<file path="config.mk">
export PLATFORM = sky130hd
export DESIGN_NAME = lookup_bit_rule_writer
export DESIGN_NICKNAME = d
export VERILOG_FILES = /design/src/rtl/lookup_bit_rule_writer_pkg.sv /design/src/rtl/lookup_bit_rule_writer.sv
export SDC_FILE = /design/constraint.sdc
export NUM_CORES = 1
export LEC_CHECK = 0
export BUFFER_PORTS_ARGS = -buffer_cell sky130_fd_sc_hd__buf_2
export CORE_ASPECT_RATIO = 1.2
export CORE_MARGIN = 2
export CORE_UTILIZATION = 35
export DETAILED_ROUTE_END_ITERATION = 10
export HOLD_SLACK_MARGIN = 0.02
export PLACE_DENSITY = 0.55
export SLEW_MARGIN = 30
export SYNTH_ARGS = -nofsm -noshare
export SYNTH_HDL_FRONTEND = slang
export SYNTH_SLANG_ARGS = --single-unit
</file>
<file path="constraint.sdc">
create_clock -name clk -period 2.2 [get_ports clk]
set_clock_uncertainty 0.15 [all_clocks]
set_input_delay 0.55 -clock clk [delete_from_list [all_inputs] [get_ports clk]]
set_output_delay 0.55 -clock clk [all_outputs]
set_load 0.005 [all_outputs]
</file>
<file path="src/rtl/lookup_bit_rule_writer_pkg.sv">
// rtl/lookup_bit_rule_writer_pkg.sv - shared set-interface constants and writer FSM encoding
// Purpose: definitions shared by the rule writer and the bit-vector lookup table.
// Ports: none (package).
package lookup_bit_rule_writer_pkg;

  // Set command layout: {op, subkey[7:0], rule[7:0]}
  localparam int SET_W         = 17;
  localparam int SET_OP_BIT    = 16;
  localparam int SET_SUBKEY_HI = 15;
  localparam int SET_SUBKEY_LO = 8;
  localparam int SET_RULE_HI   = 7;
  localparam int SET_RULE_LO   = 0;
  localparam int KEY_W         = SET_SUBKEY_HI - SET_SUBKEY_LO + 1;
  localparam int RULE_W        = SET_RULE_HI - SET_RULE_LO + 1;

  localparam logic SET_OP_ADD = 1'b1;
  localparam logic SET_OP_DEL = 1'b0;

  // The table needs this many cycles of read-modify-write per set
  localparam int SET_GAP_MIN = 5;

  typedef enum logic [1:0] {
    ST_IDLE  = 2'd0,
    ST_ISSUE = 2'd1,
    ST_GAP   = 2'd2
  } writer_state_t;

  // Next subkey in ascending order matching key under mask: forcing the care
  // bits to 1 makes the +1 carry ripple through them onto the free bits only.
  function automatic logic [KEY_W-1:0] next_subkey(input logic [KEY_W-1:0] cur,
                                                   input logic [KEY_W-1:0] key,
                                                   input logic [KEY_W-1:0] mask);
    logic [KEY_W:0] sum;
    sum = {1'b0, cur | mask} + {{KEY_W{1'b0}}, 1'b1};
    return (sum[KEY_W-1:0] & ~mask) | (key & mask);
  endfunction

endpackage

</file>
<file path="src/rtl/lookup_bit_rule_writer.sv">
// rtl/lookup_bit_rule_writer.sv - expands one ternary rule command into paced table set commands
// Purpose: accepts {op, key, mask, rule}; emits one set pulse per subkey matching
//   key under mask, ascending, SET_GAP cycles apart, then pulses done.
// Ports:
//   clk        in   clock
//   reset      in   synchronous active-low reset
//   cmd_valid  in   command present          cmd_ready out  idle, can accept
//   cmd_op     in   1=add 0=delete           cmd_key   in   subkey value
//   cmd_mask   in   1=care bit               cmd_rule  in   rule number
//   set_valid  out  one-cycle set pulse      set       out  {op, subkey, rule}
//   busy       out  expansion in progress    done      out  one-cycle completion pulse
//   set_count  out  sets issued for current/last command
module lookup_bit_rule_writer
  import lookup_bit_rule_writer_pkg::*;
#(
  parameter int SET_GAP = 5
) (
  input  logic              clk,
  input  logic              reset,
  input  logic              cmd_valid,
  output logic              cmd_ready,
  input  logic              cmd_op,
  input  logic [KEY_W-1:0]  cmd_key,
  input  logic [KEY_W-1:0]  cmd_mask,
  input  logic [RULE_W-1:0] cmd_rule,
  output logic              set_valid,
  output logic [SET_W-1:0]  set,
  output logic              busy,
  output logic              done,
  output logic [KEY_W:0]    set_count
);

  localparam int GAP_W = $clog2(SET_GAP + 1);

  if (SET_GAP < SET_GAP_MIN) begin : g_gap_check
    $error("lookup_bit_rule_writer: SET_GAP below table read-modify-write time");
  end

  writer_state_t     r_state, w_state;
  logic              r_op, w_op;
  logic [KEY_W-1:0]  r_key, w_key;
  logic [KEY_W-1:0]  r_mask, w_mask;
  logic [RULE_W-1:0] r_rule, w_rule;
  logic [KEY_W-1:0]  r_cur, w_cur;
  logic [GAP_W-1:0]  r_gap, w_gap;
  logic              r_set_valid, w_set_valid;
  logic [SET_W-1:0]  r_set, w_set;
  logic              r_cmd_ready, w_cmd_ready;
  logic              r_done, w_done;
  logic [KEY_W:0]    r_set_count, w_set_count;

  logic [KEY_W-1:0]  w_nxt_key;
  logic              w_last;

  assign w_nxt_key = next_subkey(r_cur, r_key, r_mask);
  // Last subkey once every don't-care bit has reached 1
  assign w_last    = ((r_cur & ~r_mask) == ~r_mask);

  always_ff @(posedge clk) begin
    if (!reset) begin
      r_state     <= ST_IDLE;
      r_op        <= 1'b0;
      r_key       <= '0;
      r_mask      <= '0;
      r_rule      <= '0;
      r_cur       <= '0;
      r_gap       <= '0;
      r_set_valid <= 1'b0;
      r_set       <= '0;
      r_cmd_ready <= 1'b1;
      r_done      <= 1'b0;
      r_set_count <= '0;
    end else begin
      r_state     <= w_state;
      r_op        <= w_op;
      r_key       <= w_key;
      r_mask      <= w_mask;
      r_rule      <= w_rule;
      r_cur       <= w_cur;
      r_gap       <= w_gap;
      r_set_valid <= w_set_valid;
      r_set       <= w_set;
      r_cmd_ready <= w_cmd_ready;
      r_done      <= w_done;
      r_set_count <= w_set_count;
    end
  end

  always_comb begin
    w_state     = r_state;
    w_op        = r_op;
    w_key       = r_key;
    w_mask      = r_mask;
    w_rule      = r_rule;
    w_cur       = r_cur;
    w_gap       = r_gap;
    w_set_valid = 1'b0;
    w_set       = r_set;
    w_cmd_ready = r_cmd_ready;
    w_done      = 1'b0;
    w_set_count = r_set_count;

    case (r_state)
      ST_IDLE: begin
        if (cmd_valid && r_cmd_ready) begin
          w_op        = cmd_op;
          w_key       = cmd_key;
          w_mask      = cmd_mask;
          w_rule      = cmd_rule;
          w_cur       = cmd_key & cmd_mask;
          w_set_valid = 1'b1;
          w_set       = {cmd_op, cmd_key & cmd_mask, cmd_rule};
          w_set_count = {{KEY_W{1'b0}}, 1'b1};
          w_cmd_ready = 1'b0;
          w_state     = ST_ISSUE;
        end
      end

      ST_ISSUE: begin
        w_gap   = GAP_W'(SET_GAP - 1);
        w_state = ST_GAP;
      end

      ST_GAP: begin
        if (r_gap == GAP_W'(1)) begin
          w_gap = '0;
          if (w_last) begin
            w_done      = 1'b1;
            w_cmd_ready = 1'b1;
            w_state     = ST_IDLE;
          end else begin
            w_cur       = w_nxt_key;
            w_set_valid = 1'b1;
            w_set       = {r_op, w_nxt_key, r_rule};
            w_set_count = r_set_count + 1'b1;
            w_state     = ST_ISSUE;
          end
        end else begin
          w_gap = r_gap - 1'b1;
        end
      end

      default: begin
        w_cmd_ready = 1'b1;
        w_state     = ST_IDLE;
      end
    endcase
  end

  assign cmd_ready = r_cmd_ready;
  assign busy      = ~r_cmd_ready;
  assign set_valid = r_set_valid;
  assign set       = r_set;
  assign done      = r_done;
  assign set_count = r_set_count;

endmodule
</file>
==> results.txt <==
- Final GP Congestion: around 0.79
* Count of final max-slew check failures: 0
* Die Wd: around 85 um
* Vias/cell: between 5 and 6
- Type of element capturing the critical path: flip-flop
- After the flow finishes, the layout carries non-filler instances totaling 505.
* Number of antenna violations at the first check in global routing: 0
* Reg2Reg Depth: 8
* Vertical die dimension: a little over 100 um
- Clock net sink count: 59
- The tightest hold path in the finished design has a slack of approximately 0.31 ns.
* Detailed router's first-iteration violation count: 99
- Measured against its own limit, the worst slew margin works out to 0.647.
- CTS tree: done
- Initial standard-cell utilization of the core: 0.362
- Core Footprint: about 7700 um2
- Entering global routing, the biggest net connects 33 pins.
* Post-synthesis async set-or-reset flop share: 0
- CTS Buffer Depth: 2
- The final layout contains 444 nets.
- In this run the register-to-register setup slack is approximately 0.12 ns.
* Unique cell type count in the Yosys netlist: 44
- Data required time of the critical path: 2.29 ns
- CP arrival: 2.17 ns
* EDFF count, synth: 0
- In this run the remaining antenna-violating nets after routing total 0.
* Fraction of final layout cells sized beyond drive strength 1: 0.283
- Unrepaired setup endpoints after global routing: true
- Routed vias: between 2000 and 3000
- The final layout contains routed wiring with a total length of between 7 and 8 mm.
- The number of global-route vias before repair came to 2520.
* Filler cell count: a little under 800
- Synth top area share: 0.426
- Post-synthesis sequential element count: 59
* Start point of the worst min-delay path: r_rule[5]
- Counting instances, the worst hold path has a depth of 2.
- Maximum net fanout on the critical path: 5
* Hold violation count in the final report: 0
- Result of the run: completed
- 58 I/O pins were placed.
- Based on the critical path, the design can be clocked at up to 480 MHz.
* Global routing usage summed across all routing layers: 0.173
- Counting tap cells, the placed design contains a total of roughly 490 instances.
- OpenSTA, run right after detailed placement, puts the worst setup slack at 0.0608 ns.
- Post-route minimum period: ~2.1 ns
* Critical path startpoint category: flip-flop
* Total iterations of the first detailed-routing run: 4
- In this run the critical register-to-register path is captured at r_cur[5].
* Leak: 1.45 nW
- After synthesis the cells add up to 2770 um2.
- Total power draw: 0.00436 W
* Floorplan die area: 8650 um2
- Buffers placed on the I/O ports in this run total 57.
- Post-DP Area: around 3300 um2
- The first global-routing pass estimated 11.6 mm of wire.
- Across the run, the number of max-cap violations was 0.
- Summed over all nets, the half-perimeter wirelength after detailed placement is 5.01 mm.
- Source-to-sink clock delay at the later pin of the worst-skew pair: between 0.3 and 0.4 ns
- Setup violation total in the final timing report: 0
- In this run the number of H-tree levels came out at 3.
* Slew of the pin with the lowest slew margin: approximately 0.53 ns
* Worst-case hold path end point: r_rule[5]
- Among all flip-flop cells after synthesis, the most frequent one is dfxtp_1.
- Worst min-delay path category: reg -> reg
* Area growth syn-to-layout: 25.8%
- The tree is rooted in a clkbuf_8.
- The cell count after synthesis came out at around 330.
- dfxtp_1 takes more of the synthesized area than any other cell.
- VDD IR-drop max: roughly 0.67 mV
- Reg2Reg Launch Point: r_cur[0]
- Dividing the synthesized area by the synthesized cell count gives approximately 8.4 um2.
* Largest cells by area after synthesis: dfxtp_1 (43%), nand2_1 (8.3%), a21oi_1 (7.4%)
- Post-Syn Nets: about 370
* Power density over cell area: between 1000 and 1500 nW/um2
- Kind of critical path: reg -> reg
- Fin area: roughly 3500 um2
* Crit path setup slack, layout: around 0.12 ns
* Post-route DRC: 0
* Congestion Overflow GR: 0
- Cell row count: 35
- Wirelength per Cell: 13.9 um
- The number of antenna diodes in the final layout is 0.
* Clock input transition at the sequential cells of the worst setup and hold paths: approximately 0.070 ns
- Crit path launch: r_cur[0]
- Cts bufs inserted: 9
- Yosys warning total: 0
- Portion of the post-synthesis area used by sequential elements: 0.426
- Dividing the final minimum period by the clock period gives 0.947.
[kinds of logic after synthesis]
group                    Yosys count  share of synthesized area
AND/OR/NAND/NOR                  123                      0.196
XOR/XNOR                          11                     0.0348
adder cells (fa/ha/maj)            8                     0.0361
AO/OA/AOI/OAI                     89                      0.219
flip-flops                        59                      0.426
multiplexers                      10                     0.0366
buffers and inverters             29                     0.0510
[per-layer routing]
layer  share of wire  vias up  track usage
li1                -     1306            -
met1            0.44     1212        0.202
met2            0.50       66        0.293
met3           0.052        7       0.0522
met4          0.0098        0       0.0769
met5               0        -            0
[how the worst max path moves through the flow]
stage	endpoint	slack (ns)
final	r_cur[5]	0.12
after global routing	r_cur[5]	-0.03
after CTS	r_cur[0]	0.01
after detailed placement	set[4]	0.06
after global placement	set[16]	0.13
after floorplan	r_cur[3]	0.06
[cell type report]
type,count,area [um2],share of cell area
Sequential cell,59,1180,0.339
Clock inverter,2,12.5,0.00359
Tap cell,92,115,0.0330
Multi-Input combinational cell,241,1450,0.416
Clock buffer,14,143,0.0409
Timing Repair Buffer,87,548,0.157
Inverter,10,37.5,0.0108
[where the power goes]
| part | internal, W | switching [W] |
|---|---|---|
| clock | 0.000409 | 0.000405 |
| combinational | 0.000930 | 0.00107 |
| sequential | 0.00136 | 0.000190 |
| total | 0.00269 | 0.00167 |
[through the flow]
stage	setup TNS [ns]	util
2_1_floorplan	0	-
3_3_place_gp	0	0.431
3_5_place_dp	0	0.431
4_1_cts	0	0.451
5_1_grt	-0.0262	0.455
6_report	0	0.455
[registers in the layout, indices dropped and copies added, names as in the netlist]
signal and flops:
set 10, r_state 2, set_valid 1, cmd_ready 1
r_mask 8, r_rule 8, r_cur 7, r_gap 3
r_op 1, done 1, r_key 8, set_count 9
[cell usage in the layout, fill, tap and decap left out, types with 3 or more instances in the layout]
master and count:
a211oi_2 11, a21oi_1 41, a31oi_1 6, and3_1 7, buf_12 3, buf_2 57
buf_4 27, clkbuf_1 5, clkbuf_8 9, dfxtp_1 59, ha_1 8, inv_1 10
mux2i_1 9, nand2_1 61, nand2b_1 3, nand3_1 8, nand4_1 5, nor2_1 27
nor3_1 3, o21ai_0 5, o21ai_1 6, o22ai_1 5, xnor2_1 3, xor2_1 8
[cell usage after synthesis, drive strengths merged (9+ instances only)]
cell type	n
inv	10
clkbuf	9
a21oi	41
dfxtp	59
nor2	27
o21ai	11
a211oi	11
buf	10
nand2	61
mux2i	9
[worst max-delay path, stage by stage (launching register included)]
cell and delay, ns:
dfxtp_1 0.34, or2_2 0.12, ha_1 0.18, o221ai_2 0.11, or4_4 0.50, nand2_1 0.19
buf_4 0.15, a21oi_1 0.04, o31ai_1 0.21
[what timing repair did]
action | CTS | global route
gates resized for setup | 0 | 1
hold buffers | 0 | 0
endpoints found under the setup margin | 0 | 12
buffers inserted | 0 | 4
No activity file was read; power rests on OpenSTA's default activity.
